`config.mk`:
```
export PLATFORM = sky130hd
export DESIGN_NAME = memory_readback
export DESIGN_NICKNAME = d
export VERILOG_FILES = /design/src/rtl/npu_mem_pkg.sv /design/src/rtl/rb_fifo2.sv /design/src/rtl/memory_readback.sv
export SDC_FILE = /design/constraint.sdc
export NUM_CORES = 1
export LEC_CHECK = 0
export CORE_MARGIN = 5
export CORE_UTILIZATION = 30
export DETAILED_ROUTE_END_ITERATION = 10
export GPL_ROUTABILITY_DRIVEN = 0
export PLACE_DENSITY = 0.53
export SYNTH_ARGS = -nofsm -noshare
export SYNTH_HDL_FRONTEND = slang
export SYNTH_SLANG_ARGS = --single-unit
```
`constraint.sdc`:
```
create_clock -name clk -period 6.7 [get_ports clk]
set_input_delay 1.675 -clock clk [delete_from_list [all_inputs] [get_ports clk]]
set_output_delay 1.675 -clock clk [all_outputs]
set_load 0.05 [all_outputs]
```
`src/rtl/npu_mem_pkg.sv`:
```
// npu_mem_pkg: shared definitions for the NPU weight/image RAM load and readback paths.
// Contents: memory geometry defaults, port-B address widths, readback start command,
//           readback FSM state enum and the section tag carried with in-flight reads.
package npu_mem_pkg;

  localparam int IMG_WORDS   = 225;
  localparam int CONV_BYTES  = 18816;
  localparam int DENSE_WORDS = 4203;

  localparam int IMG_AW   = 10;
  localparam int CONV_AW  = 15;
  localparam int DENSE_AW = 15;

  localparam logic [31:0] START_CMD = 32'h0000_0002;

  typedef enum logic [2:0] {
    RB_IDLE,
    RB_RD_IMAGE,
    RB_RD_CONV,
    RB_RD_DENSE,
    RB_DONE
  } rb_state_e;

  // Which RAM group a returning read came from.
  typedef enum logic [1:0] {
    SEC_IMG,
    SEC_CONV,
    SEC_DENSE
  } rb_sec_e;

endpackage

```
`src/rtl/rb_fifo2.sv`:
```
// rb_fifo2: 2-entry synchronous FIFO, 32-bit, head visible on dat_o while count_o != 0.
// Ports: clk_i, rst_ni (sync active-low), push_i/dat_i write side, pop_i read side,
//        dat_o head word, count_o occupancy (0..2). Push into a full FIFO is the caller's bug.
module rb_fifo2 (
  input  logic        clk_i,
  input  logic        rst_ni,
  input  logic        push_i,
  input  logic [31:0] dat_i,
  input  logic        pop_i,
  output logic [31:0] dat_o,
  output logic [1:0]  count_o
);

  logic [31:0] mem_q [2];
  logic        wr_ptr_q;
  logic        rd_ptr_q;
  logic [1:0]  count_q;

  always_ff @(posedge clk_i) begin
    if (!rst_ni) begin
      mem_q[0] <= '0;
      mem_q[1] <= '0;
      wr_ptr_q <= 1'b0;
      rd_ptr_q <= 1'b0;
      count_q  <= 2'd0;
    end else begin
      if (push_i) begin
        mem_q[wr_ptr_q] <= dat_i;
        wr_ptr_q        <= ~wr_ptr_q;
      end
      if (pop_i) begin
        rd_ptr_q <= ~rd_ptr_q;
      end
      count_q <= count_q + {1'b0, push_i} - {1'b0, pop_i};
    end
  end

  assign dat_o   = mem_q[rd_ptr_q];
  assign count_o = count_q;

endmodule

```
`src/rtl/memory_readback.sv`:
```
// memory_readback: sweeps port B of image(4), conv(1), dense(4) RAMs in load order and
// streams packed 32-bit words over rd_valid/rd_ready. Ports: clk, reset_n, control_reg,
// q_* read data, *_ram_addr_b read addresses, rd_valid/rd_ready/readdata, busy, done, checksum.
// Optional macro READBACK_CHECKSUM_EN: checksum = wrapping sum of accepted words, else 0.
module memory_readback
  import npu_mem_pkg::*;
(
  input  logic                clk,
  input  logic                reset_n,
  input  logic [31:0]         control_reg,
  input  logic [7:0]          q_image0,
  input  logic [7:0]          q_image1,
  input  logic [7:0]          q_image2,
  input  logic [7:0]          q_image3,
  input  logic [7:0]          q_conv,
  input  logic [7:0]          q_dense0,
  input  logic [7:0]          q_dense1,
  input  logic [7:0]          q_dense2,
  input  logic [7:0]          q_dense3,
  output logic [IMG_AW-1:0]   image_ram_addr_b,
  output logic [CONV_AW-1:0]  conv_ram_addr_b,
  output logic [DENSE_AW-1:0] dense_ram_addr_b,
  output logic                rd_valid,
  input  logic                rd_ready,
  output logic [31:0]         readdata,
  output logic                busy,
  output logic                done,
  output logic [31:0]         checksum
);

  localparam logic [IMG_AW-1:0]   IMG_LAST   = IMG_AW'(IMG_WORDS - 1);
  localparam logic [CONV_AW-1:0]  CONV_LAST  = CONV_AW'(CONV_BYTES - 1);
  localparam logic [DENSE_AW-1:0] DENSE_LAST = DENSE_AW'(DENSE_WORDS - 1);

  rb_state_e           state_q, state_d;
  logic [IMG_AW-1:0]   img_addr_q, img_addr_d;
  logic [CONV_AW-1:0]  conv_addr_q, conv_addr_d;
  logic [DENSE_AW-1:0] dense_addr_q, dense_addr_d;
  logic                dense_all_q, dense_all_d;   // last dense read already issued
  logic [1:0]          infl_q, infl_d;             // words reserved but not yet pushed
  logic                pend_q, pend_d;             // a read returns data this cycle
  rb_sec_e             pend_sec_q, pend_sec_d;
  logic [1:0]          pend_byte_q, pend_byte_d;
  logic [23:0]         acc_q, acc_d;               // first three bytes of a conv word

  logic        push, pop, room, start_word;
  logic [31:0] push_dat;
  logic [1:0]  fifo_cnt;

  rb_fifo2 u_fifo (
    .clk_i   (clk),
    .rst_ni  (reset_n),
    .push_i  (push),
    .dat_i   (push_dat),
    .pop_i   (pop),
    .dat_o   (readdata),
    .count_o (fifo_cnt)
  );

  assign rd_valid = (fifo_cnt != 2'd0);
  assign pop      = rd_valid && rd_ready;
  // A new word may only be started when it is guaranteed a FIFO slot.
  assign room     = ({1'b0, fifo_cnt} + {1'b0, infl_q}) < 3'd2;

  always_comb begin
    state_d      = state_q;
    img_addr_d   = img_addr_q;
    conv_addr_d  = conv_addr_q;
    dense_addr_d = dense_addr_q;
    dense_all_d  = dense_all_q;
    pend_d       = 1'b0;
    pend_sec_d   = pend_sec_q;
    pend_byte_d  = pend_byte_q;
    acc_d        = acc_q;
    start_word   = 1'b0;
    push         = 1'b0;
    push_dat     = '0;

    // Return path: data for the read issued last cycle.
    if (pend_q) begin
      unique case (pend_sec_q)
        SEC_IMG: begin
          push     = 1'b1;
          push_dat = {q_image0, q_image1, q_image2, q_image3};
        end
        SEC_CONV: begin
          if (pend_byte_q == 2'd3) begin
            push     = 1'b1;
            push_dat = {acc_q, q_conv};
          end else begin
            acc_d = {acc_q[15:0], q_conv};
          end
        end
        default: begin
          push     = 1'b1;
          push_dat = {q_dense0, q_dense1, q_dense2, q_dense3};
        end
      endcase
    end

    unique case (state_q)
      RB_IDLE: begin
        if (control_reg == START_CMD) state_d = RB_RD_IMAGE;
      end
      RB_RD_IMAGE: begin
        if (room) begin
          start_word = 1'b1;
          pend_d     = 1'b1;
          pend_sec_d = SEC_IMG;
          if (img_addr_q == IMG_LAST) begin
            img_addr_d = '0;
            state_d    = RB_RD_CONV;
          end else begin
            img_addr_d = img_addr_q + 1'b1;
          end
        end
      end
      RB_RD_CONV: begin
        // Bytes 1..3 of a word ride on the reservation taken by byte 0.
        if (conv_addr_q[1:0] != 2'd0 || room) begin
          start_word  = (conv_addr_q[1:0] == 2'd0);
          pend_d      = 1'b1;
          pend_sec_d  = SEC_CONV;
          pend_byte_d = conv_addr_q[1:0];
          if (conv_addr_q == CONV_LAST) begin
            conv_addr_d = '0;
            state_d     = RB_RD_DENSE;
          end else begin
            conv_addr_d = conv_addr_q + 1'b1;
          end
        end
      end
      RB_RD_DENSE: begin
        if (!dense_all_q && room) begin
          start_word = 1'b1;
          pend_d     = 1'b1;
          pend_sec_d = SEC_DENSE;
          if (dense_addr_q == DENSE_LAST) dense_all_d  = 1'b1;
          else                            dense_addr_d = dense_addr_q + 1'b1;
        end
        // Everything issued and pushed; the sole buffered word is the last one.
        if (dense_all_q && infl_q == 2'd0 && fifo_cnt == 2'd1 && pop) begin
          state_d      = RB_DONE;
          dense_addr_d = '0;
          dense_all_d  = 1'b0;
        end
      end
      RB_DONE: begin
        if (control_reg != START_CMD) state_d = RB_IDLE;
      end
      default: state_d = RB_IDLE;
    endcase

    infl_d = infl_q + {1'b0, start_word} - {1'b0, push};
  end

  always_ff @(posedge clk) begin
    if (!reset_n) begin
      state_q      <= RB_IDLE;
      img_addr_q   <= '0;
      conv_addr_q  <= '0;
      dense_addr_q <= '0;
      dense_all_q  <= 1'b0;
      infl_q       <= 2'd0;
      pend_q       <= 1'b0;
      pend_sec_q   <= SEC_IMG;
      pend_byte_q  <= 2'd0;
      acc_q        <= '0;
    end else begin
      state_q      <= state_d;
      img_addr_q   <= img_addr_d;
      conv_addr_q  <= conv_addr_d;
      dense_addr_q <= dense_addr_d;
      dense_all_q  <= dense_all_d;
      infl_q       <= infl_d;
      pend_q       <= pend_d;
      pend_sec_q   <= pend_sec_d;
      pend_byte_q  <= pend_byte_d;
      acc_q        <= acc_d;
    end
  end

  assign image_ram_addr_b = img_addr_q;
  assign conv_ram_addr_b  = conv_addr_q;
  assign dense_ram_addr_b = dense_addr_q;
  assign busy = (state_q == RB_RD_IMAGE) || (state_q == RB_RD_CONV) ||
                (state_q == RB_RD_DENSE) || rd_valid;
  assign done = (state_q == RB_DONE);

`ifdef READBACK_CHECKSUM_EN
  logic [31:0] cks_q;
  always_ff @(posedge clk) begin
    if (!reset_n) begin
      cks_q <= '0;
    end else if (state_q == RB_IDLE && state_d == RB_RD_IMAGE) begin
      cks_q <= '0;
    end else if (pop && state_q != RB_DONE) begin
      cks_q <= cks_q + readdata;
    end
  end
  assign checksum = cks_q;
`else
  assign checksum = '0;
`endif

endmodule

```
Word level (Yosys, flattened, before mapping)
Memories as Yosys holds them, arrays and structs flattened. A register that Yosys moved wholly into a read port is not among the register bits. Index checks and enable logic that the tools add are counted.

Equality and inequality tests: 21. Mux-type cells: 41. Order comparisons: 1. Bitwise logic cells: 3. Reduce and logical (&&, ||, !) cells: 27. $add $sub $neg: 8. Divide/modulo/power cells: 0. Multipliers: 0. Shift-type cells: 0.

Operators by type and width (count): 32-bit 2-to-1 mux (3); 32-bit case mux with 2 select lines (1); 15-bit 2-to-1 mux (4); 32-bit by 2-bit equality test with 1-bit output, second input constant (1); 32-bit by 2-bit != test with 1-bit output, second input constant (1); 32-bit OR reduction (1); 15-bit by 1-bit adder with 15-bit output, second input constant (2); 3-bit 2-to-1 mux (7); 1-bit 2-to-1 mux (18); 15-bit by 13-bit equality test with 1-bit output, second input constant (1); 15-bit equality test, second input constant (1); 3-bit case mux with 5 select lines (1); 2-bit != test, second input constant (7); 10-bit by 1-bit adder with 10-bit output, second input constant (1); 10-bit by 8-bit equality test with 1-bit output, second input constant (1); 10-bit 2-to-1 mux (1); 3-bit AND reduction (3); 2-bit nonzero test (4); 7-bit AND reduction (1); 3-bit by 2-bit equality test with 1-bit output, second input constant (2); 2-bit zero test (3); 2-bit 2-to-1 mux (3); 1-bit case mux with 3 select lines (2); 2-bit case mux with 3 select lines (1); other kinds (17) (31).

Output and inout port bits: 107. Memories: 1. Memory bits (read-only): 0. Register bits after elaboration: 79. Bits in writable memories: 64. Logic and storage cells: 115. Latch bits: 0.

Memory list: u_fifo.mem_q (depth 2, width 32, read ports 1, clocked after Yosys merged registers in 1, write ports 2, line rb_fifo2.sv:14) `logic [31:0] mem_q [2];`.

Longest topological paths before layout
Depth after elaboration: 9. Depth in mapped cells: 13. Mapped depth without buffers: 12.

By module
Synthesis repeated with hierarchy kept, for this count alone.

Cells, all modules: 761. Area total of the unflattened synthesis: 7373.3 µm².

Modules (own cells, without submodules): memory_readback (sequential area each 1501.4 µm², instances 1, cells each 533, area an instance 4250.3 µm²); rb_fifo2 (sequential area each 2021.9 µm², instances 1, cells each 228, area an instance 3123.0 µm²).

Least setup slack after synthesis
No wires, ideal clock.

Path kind: register to register. Start point: register pend_sec_q[1]. End point: memory u_fifo.mem_q[0][0], enable pin. Setup time: 466 ps. Setup slack: 2900 ps. Required time: 6234 ps. Cell stages (with the launch flop): 7. Arrival: 3334 ps. Clock period less this slack: 3800 ps. Cell sequence: dfxtp_1 -> clkbuf_1 -> nand3b_1 -> and2_1 -> clkbuf_1 -> inv_1 -> o21ai_0.

RTL lines: from (decl) (line memory_readback.sv:42) `rb_sec_e pend_sec_q, pend_sec_d;`; from (signal assigned) (line memory_readback.sv:177) `pend_sec_q <= pend_sec_d;`; to (decl) (line rb_fifo2.sv:14).

==> results_dict.tcl <==
set metrics [dict create \
    final_common_cell "clkdlybuf4s50_1" \
    dr_total_vias 5724 \
    drv_cap 0 \
    drtIter0Drc 445 \
    drive_gt1_share_pct 11.16 \
    grtUsageTotal_pct 14.86 \
    numPortBuffers 181 \
    die_area_sq_um 26960 \
    route.detailed.drc 0 \
    pre_cts_ws_ps 2984 \
    grt_pass1_wl_microns 31660 \
    power.internal_w 0.001641 \
    p_sw_share_pct 27.26 \
    cp-end-kind "output port" \
    power.share.sequential_pct 42.5 \
    cts_resized 0 \
    async_flop_share_pct 0 \
    clockPowerShare_pct 41.8 \
    grt_start_max_net_pins 58 \
    timing.final.crit_period_ps 4103 \
    clock_skew_ps 8.321 \
    cts_hold_buffers 0 \
    min_path_type "reg2reg" \
    seq_area_frac_synth_pct 49.39 \
    setup_slack_ps 2597 \
    p_per_area_nw_per_um2 232.2 \
    p_comb_share_pct 15.7 \
    start_kind "register" \
    clkSlewWorstSetupHoldPaths_ps 60 \
    syn_inst 706 \
    pin_count 214 \
    hold_violations 0 \
    status "finished, final reports clean" \
    die_h_microns 164.2 \
    max_slew.worst_pin.slew_ps 965.6 \
    stdcell_count 1206 \
    cts_max_level 4 \
    root_buffer "clkbuf_16" \
    clock_sinks 144 \
    die_w_microns 164.2 \
    antenna-diode-count 0 \
    multi_input_area_sq_um 3281 \
    drv_slew 0 \
    finalPower_w 0.002255 \
    synthToLayoutAreaGrowth_pct 36.15 \
    ir_drop_mv 0.1224 \
    fillers 2364 \
    crit_fanout 32 \
    cp.arrival_ps 2430 \
    rrSetupSlack_ps 3590 \
    ant_nets 0 \
    placedCellCount 1174 \
    initial_utilization_pct 30.39 \
    ys_types 61 \
    min_period_over_period_pct 61.24 \
    rsz0062_at_grt "false" \
    required_ps 5030 \
    clock_latency_ps 410 \
    ff_latch_area_sq_um 3525 \
    synth_top_flop_cell "dfxtp_1" \
    rows 56 \
    grt_pass1_vias 5773 \
    synth_edf_count 64 \
    numCtsBuffers 17 \
    dr.pass1.iters 7 \
    hold_path_depth 2 \
    max_freq_mhz 243.7 \
    slew_headroom_pct 34.92 \
    p_leak_nw 3.310 \
    setup_violations 0 \
    synth-seq-cells 144 \
    wl_microns 20200 \
    clockBufferDepth 2 \
    yosysWarnings 0 \
    hpwlAfterDp_microns 14100 \
    p_sw_w 0.0006148 \
    core-area_sq_um 23470 \
    wl_per_cell_microns 16.75 \
    ff2ff_path_depth 12 \
    tns_ps 0 \
    cts_tree "yes" \
    fin_nets 992 \
    gr-total-overflow 0 \
    antenna_found_initial 1 \
    syn_area_sq_um 7133 \
    final_cell_mix "clkdlybuf4s50_1, nor2_1, dfxtp_1, nand2_1, edfxtp_1" \
    hold_ws_ps 465.8 \
    synth.avg_cell_area_sq_um 10.10 \
    avgViaCountPerCell 4.746 \
    post_cts_buffers 0 \
    critPathKind "reg2out" \
]
==> cell type report <==
type | count | area share, %
Clock buffer | 18 | 4.419
Clock inverter | 14 | 1.598
Inverter | 15 | 0.5797
Multi-Input combinational cell | 507 | 33.78
Sequential cell | 144 | 36.29
Tap cell | 319 | 4.110
Timing Repair Buffer | 189 | 19.22
==> synth_stat cells (2+ instances only) <==
library cell,number,share of area [%]
o211ai_1,4,0.42
mux2_2,32,5.1
nand3_1,17,1.2
ha_1,10,1.8
or4_1,2,0.21
o21a_1,2,0.21
nor4b_1,4,0.49
buf_6,2,0.32
and2_1,15,1.3
nor3_1,5,0.35
nand4_1,12,1.1
inv_1,15,0.79
nand3b_1,6,0.63
clkbuf_1,28,1.5
edfxtp_1,64,27
xnor2_1,22,2.7
nand4b_1,3,0.37
buf_2,4,0.28
dfxtp_1,80,22
nor4_1,9,0.79
nor2b_1,6,0.53
nor2_2,3,0.26
nor3b_1,2,0.21
o21ai_0,11,0.77
nor4bb_1,2,0.28
nor3b_4,2,0.53
or3_1,6,0.53
a31oi_1,2,0.18
xor2_1,13,1.6
buf_4,33,3.5
and3_1,9,0.79
nand2b_1,5,0.44
buf_1,4,0.21
a21boi_0,30,3.2
a21oi_1,7,0.49
or2_2,4,0.35
a222oi_1,32,4.5
nand2_1,71,3.7
and4_1,3,0.37
a211oi_2,3,0.53
nor2_1,102,5.4
==> kinds of logic (layout without fill, tap and decap cells) <==
logic type / count (synthesis) / count (layout) / synth area share [%]
AO/OA/AOI/OAI: 100 / 100 / 11.33
flip-flops: 144 / 144 / 49.39
AND/OR/NAND/NOR: 297 / 297 / 21.29
other: 1 / 32 / 0.05257
buffers and inverters: 86 / 236 / 6.543
adder cells (fa/ha/maj): 11 / 11 / 2.035
XOR/XNOR: 35 / 35 / 4.297
multiplexers: 32 / 32 / 5.052
==> flip-flops by register name, indices dropped and copies added, names as in the netlist, named ones only <==
register and flops:
u_fifo.mem_q 64, acc_q 24, conv_ram_addr_b 15, dense_ram_addr_b 15
image_ram_addr_b 10, state_q 3, infl_q 2, pend_byte_q 2
pend_sec_q 2, u_fifo.count_o 2, dense_all_q 1, pend_q 1
u_fifo.rd_ptr_q 1, u_fifo.wr_ptr_q 1
==> per-stage QoR <==
stage | area, sq um | util (%)
finish | 9712 | 41.38
global route | 9712 | 41.38
CTS | 9712 | 41.38
detailed placement | 9128 | 38.89
global placement | 9128 | 38.89
floorplan | 7249 | -
==> worst max-delay path: stages, from the launching register on <==
cell,delay (ps)
dfxtp_2,880
mux2_2,430
clkdlybuf4s50_1,710
==> routing by layer <==
metal	global-route usage, %	wire length [microns]	vias to the layer above
met2	24.06	9363	182
met3	5.370	1666	10
met4	3.126	104	2
met5	0	13	-
li1	-	-	2809
met1	19.14	9051	2721
==> power by group through the flow <==
stage | Clock, W | Sequential, W | Combinational (W)
6_report | 0.000942 | 0.000959 | 0.000354
5_1_grt | 0.00101 | 0.000963 | 0.000374
4_1_cts | 0.000973 | 0.000960 | 0.000357
3_5_place_dp | 0 | 0.000979 | 0.000356
3_3_place_gp | 0 | 0.000980 | 0.000353
2_1_floorplan | 0 | 0.000961 | 0.000253
==> final timing paths <==
path,startpoint,end
worst max-delay path,register,readdata[12]
worst min-delay path,pend_byte_q[0],pend_byte_q[0]
worst min register to register,pend_byte_q[0],pend_byte_q[0]
worst max register to register,infl_q[0],infl_q[1]
Power figures use the tool's default switching activity.
